==> src/rtl/culsans_pkg.sv <==
// Shared types for the culsans SoC slice: slave-side AXI channel structs plus
// the exit-monitor entry, state enum and default depth.
package culsans_pkg;

    localparam int unsigned IdWidthSlave = 4;
    localparam logic [63:0] exitAddr     = 64'h0000_0000_8000_0000;
    localparam int unsigned ExitAwDepth  = 4;
    localparam logic [1:0]  RespOkay     = 2'b00;

    typedef logic [IdWidthSlave-1:0] id_slv_t;

    typedef struct packed {
        id_slv_t     id;
        logic [63:0] addr;
        logic [7:0]  len;
        logic [5:0]  atop;
    } aw_chan_slv_t;

    typedef struct packed {
        logic [63:0] data;
        logic [7:0]  strb;
        logic        last;
    } w_chan_t;

    typedef struct packed {
        id_slv_t    id;
        logic [1:0] resp;
    } b_chan_slv_t;

    typedef struct packed {
        aw_chan_slv_t aw;
        logic         aw_valid;
        w_chan_t      w;
        logic         w_valid;
        logic         b_ready;
    } req_slv_t;

    typedef struct packed {
        logic        aw_ready;
        logic        w_ready;
        b_chan_slv_t b;
        logic        b_valid;
    } resp_slv_t;

    typedef struct packed {
        id_slv_t id;
        logic    hit;
    } exit_aw_entry_t;

    typedef enum logic [1:0] {
        IDLE   = 2'd0,
        WAIT_B = 2'd1,
        DONE   = 2'd2
    } exit_state_e;

endpackage

==> src/rtl/fifo_v3.sv <==
// Small synchronous FIFO. With FALL_THROUGH an entry pushed into an empty FIFO
// is visible on data_o in the same cycle and can be popped straight away.
module fifo_v3 #(
    parameter bit          FALL_THROUGH = 1'b0,
    parameter int unsigned DEPTH        = 8,
    parameter type         dtype        = logic
) (
    input  logic clk_i,
    input  logic rst_ni,
    input  logic flush_i,
    output logic full_o,
    output logic empty_o,
    input  dtype data_i,
    input  logic push_i,
    output dtype data_o,
    input  logic pop_i
);

    localparam int unsigned PtrW = (DEPTH > 1) ? $clog2(DEPTH) : 1;
    localparam int unsigned CntW = PtrW + 1;

    dtype            mem_q [DEPTH];
    logic [PtrW-1:0] rd_ptr_q, wr_ptr_q;
    logic [CntW-1:0] cnt_q;
    logic            stored_empty, bypass, do_pop, do_push;

    assign stored_empty = (cnt_q == '0);
    assign bypass       = FALL_THROUGH && stored_empty && push_i && pop_i;
    assign full_o       = (cnt_q == CntW'(DEPTH));
    assign empty_o      = stored_empty && !(FALL_THROUGH && push_i);
    assign data_o       = (FALL_THROUGH && stored_empty) ? data_i : mem_q[rd_ptr_q];
    assign do_pop       = pop_i && !stored_empty;
    // A pop frees the slot first, so push-while-full is accepted alongside it.
    assign do_push      = push_i && (!full_o || do_pop) && !bypass;

    always_ff @(posedge clk_i or negedge rst_ni) begin
        if (!rst_ni) begin
            rd_ptr_q <= '0;
            wr_ptr_q <= '0;
            cnt_q    <= '0;
        end else if (flush_i) begin
            rd_ptr_q <= '0;
            wr_ptr_q <= '0;
            cnt_q    <= '0;
        end else begin
            if (do_push) wr_ptr_q <= wr_ptr_q + PtrW'(1);
            if (do_pop)  rd_ptr_q <= rd_ptr_q + PtrW'(1);
            cnt_q <= cnt_q + CntW'(do_push) - CntW'(do_pop);
        end
    end

    always_ff @(posedge clk_i) begin
        if (do_push) mem_q[wr_ptr_q] <= data_i;
    end

endmodule

==> src/rtl/culsans_exit_monitor.sv <==
// Passive write-channel monitor that detects the test-exit mailbox store and
// reports its code, ID and response status.
module culsans_exit_monitor
    import culsans_pkg::*;
#(
    parameter logic [63:0] ExitAddr = culsans_pkg::exitAddr,
    parameter int unsigned AwDepth  = culsans_pkg::ExitAwDepth,
    parameter type         req_t    = culsans_pkg::req_slv_t,
    parameter type         resp_t   = culsans_pkg::resp_slv_t
) (
    input  logic                    clk_i,
    input  logic                    rst_ni,
    input  req_t                    axi_req_i,
    input  resp_t                   axi_resp_i,
    output logic                    exit_valid_o,
    output logic [30:0]             exit_code_o,
    output logic [IdWidthSlave-1:0] exit_id_o,
    output logic                    exit_err_o,
    output logic                    overflow_o,
    output exit_state_e             state_o
);

    logic aw_hs, w_hs, w_last_hs, b_hs, aw_hit, w_ok_now;
    logic first_beat, cur_disc, new_unpaired, unpaired_now, wa_pair;
    logic push_req, pop, fifo_full, fifo_empty, match_fifo, match_wa;
    logic burst_ok;
    logic [30:0] burst_code;
    exit_aw_entry_t push_entry, fifo_out;

    logic [7:0]  beat_q, beat_d;
    logic [30:0] first_code_q, first_code_d;
    logic        first_ok_q, first_ok_d;
    logic        disc_q, disc_d;
    logic        wa_valid_q, wa_valid_d;
    logic        wa_done_q, wa_done_d;
    logic        ovf_q, ovf_d;

    exit_state_e             state_q, state_d;
    logic [30:0]             code_q, code_d;
    logic [IdWidthSlave-1:0] id_q, id_d;
    logic                    err_q, err_d;

    logic unused_bits;
    assign unused_bits = ^{axi_req_i.aw.len, axi_req_i.aw.addr[2:0],
                           axi_req_i.w.data[63:32], axi_req_i.w.strb[7:4]};

    assign aw_hs     = axi_req_i.aw_valid && axi_resp_i.aw_ready;
    assign w_hs      = axi_req_i.w_valid && axi_resp_i.w_ready;
    assign w_last_hs = w_hs && axi_req_i.w.last;
    assign b_hs      = axi_resp_i.b_valid && axi_req_i.b_ready;

    assign aw_hit   = (axi_req_i.aw.addr[63:3] == ExitAddr[63:3]) && (axi_req_i.aw.atop == '0);
    assign w_ok_now = (axi_req_i.w.strb[3:0] == 4'hF) && axi_req_i.w.data[0];

    assign push_entry.id  = axi_req_i.aw.id;
    assign push_entry.hit = aw_hit;

    assign first_beat = w_hs && (beat_q == 8'd0);
    assign cur_disc   = first_beat ? wa_valid_q : disc_q;
    assign wa_pair    = wa_valid_q && aw_hs;
    // A finished W-ahead burst is matched against its AW directly, never queued.
    assign push_req   = aw_hs && !(wa_pair && wa_done_q);

    assign new_unpaired = first_beat && !wa_valid_q && fifo_empty && !aw_hs;
    assign unpaired_now = new_unpaired ||
                          (wa_valid_q && !wa_done_q && !first_beat && !aw_hs);
    assign pop          = w_last_hs && !cur_disc && !unpaired_now;

    assign burst_code = first_beat ? axi_req_i.w.data[31:1] : first_code_q;
    assign burst_ok   = first_beat ? w_ok_now : first_ok_q;
    assign match_fifo = pop && !fifo_empty && fifo_out.hit && burst_ok;
    assign match_wa   = wa_pair && wa_done_q && aw_hit && first_ok_q;

    fifo_v3 #(
        .FALL_THROUGH (1'b1),
        .DEPTH        (AwDepth),
        .dtype        (exit_aw_entry_t)
    ) i_aw_fifo (
        .clk_i   (clk_i),
        .rst_ni  (rst_ni),
        .flush_i (1'b0),
        .full_o  (fifo_full),
        .empty_o (fifo_empty),
        .data_i  (push_entry),
        .push_i  (push_req),
        .data_o  (fifo_out),
        .pop_i   (pop)
    );

    always_comb begin
        beat_d       = beat_q;
        first_code_d = first_code_q;
        first_ok_d   = first_ok_q;
        disc_d       = disc_q;
        wa_valid_d   = wa_valid_q;
        wa_done_d    = wa_done_q;
        ovf_d        = ovf_q;
        if (w_hs) beat_d = axi_req_i.w.last ? 8'd0 : beat_q + 8'd1;
        if (first_beat && !cur_disc) begin
            first_code_d = axi_req_i.w.data[31:1];
            first_ok_d   = w_ok_now;
        end
        if (first_beat && wa_valid_q && !axi_req_i.w.last) disc_d = 1'b1;
        else if (w_last_hs)                                 disc_d = 1'b0;
        if (wa_pair) begin
            wa_valid_d = 1'b0;
            wa_done_d  = 1'b0;
        end else begin
            if (new_unpaired)              wa_valid_d = 1'b1;
            if (w_last_hs && unpaired_now) wa_done_d  = 1'b1;
        end
        if (state_q != DONE) begin
            if ((push_req && fifo_full && !pop) || (first_beat && wa_valid_q)) ovf_d = 1'b1;
        end
    end

    always_comb begin
        state_d = state_q;
        code_d  = code_q;
        id_d    = id_q;
        err_d   = err_q;
        unique case (state_q)
            IDLE: begin
                if (match_fifo) begin
                    state_d = WAIT_B;
                    code_d  = burst_code;
                    id_d    = fifo_out.id;
                end else if (match_wa) begin
                    state_d = WAIT_B;
                    code_d  = first_code_q;
                    id_d    = axi_req_i.aw.id;
                end
            end
            WAIT_B: begin
                if (b_hs && (axi_resp_i.b.id == id_q)) begin
                    if (axi_resp_i.b.resp == RespOkay) begin
                        state_d = DONE;
                    end else begin
                        state_d = IDLE;
                        err_d   = 1'b1;
                    end
                end
            end
            DONE:    state_d = DONE;
            default: state_d = IDLE;
        endcase
    end

    always_ff @(posedge clk_i or negedge rst_ni) begin
        if (!rst_ni) begin
            beat_q       <= '0;
            first_code_q <= '0;
            first_ok_q   <= 1'b0;
            disc_q       <= 1'b0;
            wa_valid_q   <= 1'b0;
            wa_done_q    <= 1'b0;
            ovf_q        <= 1'b0;
            state_q      <= IDLE;
            code_q       <= '0;
            id_q         <= '0;
            err_q        <= 1'b0;
        end else begin
            beat_q       <= beat_d;
            first_code_q <= first_code_d;
            first_ok_q   <= first_ok_d;
            disc_q       <= disc_d;
            wa_valid_q   <= wa_valid_d;
            wa_done_q    <= wa_done_d;
            ovf_q        <= ovf_d;
            state_q      <= state_d;
            code_q       <= code_d;
            id_q         <= id_d;
            err_q        <= err_d;
        end
    end

    assign exit_valid_o = (state_q == DONE);
    assign exit_code_o  = exit_valid_o ? code_q : '0;
    assign exit_id_o    = exit_valid_o ? id_q : '0;
    assign exit_err_o   = err_q;
    assign overflow_o   = ovf_q;
    assign state_o      = state_q;

endmodule

==> config.mk <==
export PLATFORM = sky130hd
export DESIGN_NAME = culsans_exit_monitor
export DESIGN_NICKNAME = d
export VERILOG_FILES = /design/src/rtl/culsans_pkg.sv /design/src/rtl/fifo_v3.sv /design/src/rtl/culsans_exit_monitor.sv
export SDC_FILE = /design/constraint.sdc
export NUM_CORES = 1
export LEC_CHECK = 0
export CORE_UTILIZATION = 46
export CTS_BUF_LIST = sky130_fd_sc_hd__clkbuf_4 sky130_fd_sc_hd__clkbuf_8
export CTS_CLUSTER_DIAMETER = 40
export CTS_CLUSTER_SIZE = 14
export DETAILED_ROUTE_END_ITERATION = 10
export GPL_TIMING_DRIVEN = 1
export PLACE_DENSITY = 0.83
export SLEW_MARGIN = 20
export SYNTH_ARGS = -nofsm -noshare
export SYNTH_HDL_FRONTEND = slang
export SYNTH_SLANG_ARGS = --single-unit
==> constraint.sdc <==
create_clock -name clk_i -period 4.15 [get_ports clk_i]
set_clock_uncertainty 0.05 [all_clocks]
set_input_delay 0.6225 -clock clk_i [delete_from_list [all_inputs] [get_ports clk_i]]
set_output_delay 0.6225 -clock clk_i [all_outputs]
set_load 0.01 [all_outputs]
==> flow_summary.json <==
{
  "ios": 209,
  "finalWeightedCongestion": 0.8232,
  "setup.worst_path.end_class": "flop",
  "synth-xor-area-share_pct": 1.755,
  "maxSlewViolCount": 0,
  "post-route-util_pct": 64.65,
  "grtUsageMet2_pct": 39.04,
  "async_flop_share_pct": 81.65,
  "place_ws_ns": 0.4054,
  "drcViolationCount": 14,
  "synth_mux_area_share_pct": 24.45,
  "synth_compound_area_share_pct": 3.715,
  "syn_area_mm2": 0.005490,
  "setup_viol": 0,
  "whs_ns": 0.2695,
  "synth.distinct_cells": 50,
  "cts_buffers": 9,
  "clkSlewWorstSetupHoldPaths_ns": 0.10,
  "clk_path_buf_depth": 2,
  "start_kind": "primary input",
  "dieArea_mm2": 0.01238,
  "core_area_mm2": 0.01152,
  "ant_nets": 0,
  "fin_crit_sh_pct": 81.81,
  "syn_inst": 421,
  "r2r_slack_ns": 0.87,
  "max_cap_violations": 0,
  "layout.cells.non_filler": 729,
  "worst_path_most_repeated_cell": "xnor2_1",
  "seqCellArea_mm2": 0.002828,
  "slew-limit-headroom_pct": 48.65,
  "diodes": 0,
  "hold_path.class": "in2async",
  "h-tree-depth": 3,
  "postCtsHoldBufs": 0,
  "status": "finished with violations",
  "fillers": 896,
  "grt_max_degree": 63,
  "vias_per_cell": 5.321,
  "slowest_delay_ns": 0.50,
  "grt_pass1_vias": 4306,
  "finalHoldViolations": 0,
  "max_freq_ghz": 0.2945,
  "critPathRequiredTime_ns": 4.39,
  "yosysTopAreaCellShare_pct": 40.57,
  "port_buffers": 161,
  "clock_sinks": 109,
  "synth_simple_gate_area_share_pct": 13.72,
  "synth.area.top_cells": "dfrtp_1 41%, mux2_2 18%, edfxtp_1 11%",
  "insertion_delay_ns": 0.36,
  "max_slew.worst_pin.slew_ns": 0.7702,
  "place_area_mm2": 0.007249,
  "fin_nets": 759,
  "post_cts_buffers": 0,
  "arrival_ns": 3.64,
  "cts_tree": "yes",
  "synth.top_cells.by_count": "89 x dfrtp_1, 87 x mux2_2, 41 x and2_1, 20 x edfxtp_1, 17 x nand2_1",
  "crit_buf_inv": 2,
  "use_met3_pct": 3.499,
  "drt_iter0_drc": 153,
  "syn_avg_cell_area_um2": 13.04,
  "grt_setup_unrepaired": "no",
  "grt_first_pass_wirelength_mm": 20.97,
  "setup-tns-final_ns": 0,
  "yosysSeqAreaShare_pct": 51.50,
  "synth.most_common_cell": "dfrtp_1",
  "p_per_area_mw_per_mm2": 384.8,
  "die_x_um": 111.3,
  "rows": 39,
  "leakagePower_nw": 3.103,
  "cpLargestDelayFamily": "simple AND/OR/NAND/NOR gates",
  "wl_per_cell_um": 17.21,
  "critical_path.max_fanout": 9,
  "cpMaxStageDelayCell": "clkdlybuf4s50_1",
  "yosys_warnings": 0,
  "first_pass_iters": 7,
  "synth_top_family_by_area": "multiplexers",
  "multi_input_area_mm2": 0.002526,
  "layout_setup_ws_ns": 0.7548,
  "synth-seq-cells": 109,
  "grt-busiest-layer": "met2",
  "gr-total-overflow": 0,
  "synthAdderAreaFrac_pct": 2.188,
  "synthesis.nets": 599,
  "synth_area_leader_cell": "dfrtp_1",
  "synth_edf_count": 20,
  "track_usage_pct": 21.48,
  "irDropWorstVdd_uv": 245.1,
  "die_h_um": 111.3,
  "vias": 3879,
  "cts_resized": 0,
  "routed_wl_mm": 12.55,
  "dominantRegCellSynth": "dfrtp_1",
  "dpl.hpwl_mm": 9.486,
  "use_met1_pct": 26.22,
  "final_cell_area_mm2": 0.007445,
  "cts_root_buf": "clkbuf_8",
  "antenna_found_initial": 0,
  "areaGrowthSynthToFinish_pct": 35.60,
  "criticalPathCategory": "in2reg",
  "drive_gt1_share_pct": 24.40,
  "power_mw": 2.865,
  "start_util_pct": 47.67,
  "period_needed_ns": 3.395,
  "place_inst": 713,
  "violations": "design-rule violations",
  "cp_cell_sequence": "clkdlybuf4s50_1 -> and2_1 -> nand3_1 -> or4_1 -> nand2_1 -> xnor2_1 -> a21boi_2 -> ha_1 -> inv_1 -> fa_1 -> xnor2_1 -> xnor2_1"
}
==> report_power, final <==
group / internal [mW] / total [mW] / leakage, nW / switching (mW)
clock: 0.285 / 0.637 / 0.0957 / 0.352
sequential: 1.32 / 1.49 / 1.35 / 0.170
combinational: 0.474 / 0.734 / 1.66 / 0.260
total: 2.08 / 2.87 / 3.10 / 0.782
==> final cells by class <==
type	instances	area share, %
clock buffer	10	1.765
inverter	10	0.5042
sequential	109	37.98
clock inverter	6	0.8571
timing repair buffer	167	22.55
multi-input combinational	284	33.93
tap	143	2.403
==> cells in the final DEF, fill, tap and decap left out, types with 3 or more instances in the layout <==
cell type,Yosys,final
mux2_1,8,8
ha_1,8,8
xor2_1,5,5
mux2_2,87,87
or3_1,4,4
nor4_1,15,15
mux4_2,5,5
nand2_1,17,17
mux2_4,10,10
inv_1,10,10
dfrtp_1,89,89
clkbuf_8,0,9
a21oi_1,6,6
nand4_1,6,6
nand3_1,7,7
o21ai_0,8,8
edfxtp_1,20,20
buf_4,0,5
and3_2,3,3
clkdlybuf4s50_1,0,160
nor2_1,12,11
xnor2_1,6,6
and2_1,41,41
nor3_1,5,5
==> worst reg2reg max path, cell delays in order, from the launching register on <==
cell and delay [ns]:
dfrtp_1 0.42, inv_1 0.08, ha_1 0.15, nor4b_4 0.31
nand3_1 0.24, or4_1 0.45, nand2_1 0.17, xnor2_1 0.10
a21boi_2 0.29, ha_1 0.20, inv_1 0.05, fa_1 0.37
xnor2_1 0.18, xnor2_1 0.14
==> registers in the layout, summed over array words and instances, names as in the netlist, 2 cells and up <==
| name | flops |
|---|---|
| i_aw_fifo.cnt_q | 3 |
| i_aw_fifo.mem_q | 20 |
| id_q | 4 |
| i_aw_fifo.rd_ptr_q | 2 |
| i_aw_fifo.wr_ptr_q | 2 |
| code_q | 31 |
| first_code_q | 31 |
| beat_q | 8 |
| state_o | 2 |
==> routing by layer <==
metal | up-vias | wire [um]
li1 | 1833 | -
met1 | 1945 | 5313
met2 | 83 | 6612
met3 | 18 | 420
met4 | 0 | 198
met5 | - | 0
==> logic make-up (layout without fill, tap and decap cells) <==
logic type               after synthesis  count (layout)
adder cells (fa/ha/maj)                9               9
XOR/XNOR                              11              11
AO/OA/AOI/OAI                         26              26
AND/OR/NAND/NOR                      127             127
multiplexers                         111             111
flip-flops                           109             109
buffers and inverters                 28             193
==> final timing paths <==
kind	depth (start not counted)	to	from
worst max-delay path	12	i_aw_fifo.cnt_q[2]$_DFF_PN0_	axi_resp_i[7]
worst min register to register	1	code_q[18]$_DFFE_PN0P_	code_q[18]$_DFFE_PN0P_
min in group clk_i	1	code_q[18]$_DFFE_PN0P_	code_q[18]$_DFFE_PN0P_
worst min-delay path	1	first_code_q[17]$_DFFE_PN0P_	rst_ni
worst max register to register	13	i_aw_fifo.cnt_q[2]$_DFF_PN0_	beat_q[0]$_DFFE_PN0N_
max in group asynchronous	2	first_code_q[27]$_DFFE_PN0P_	rst_ni
Power figures use the tool's default switching activity.
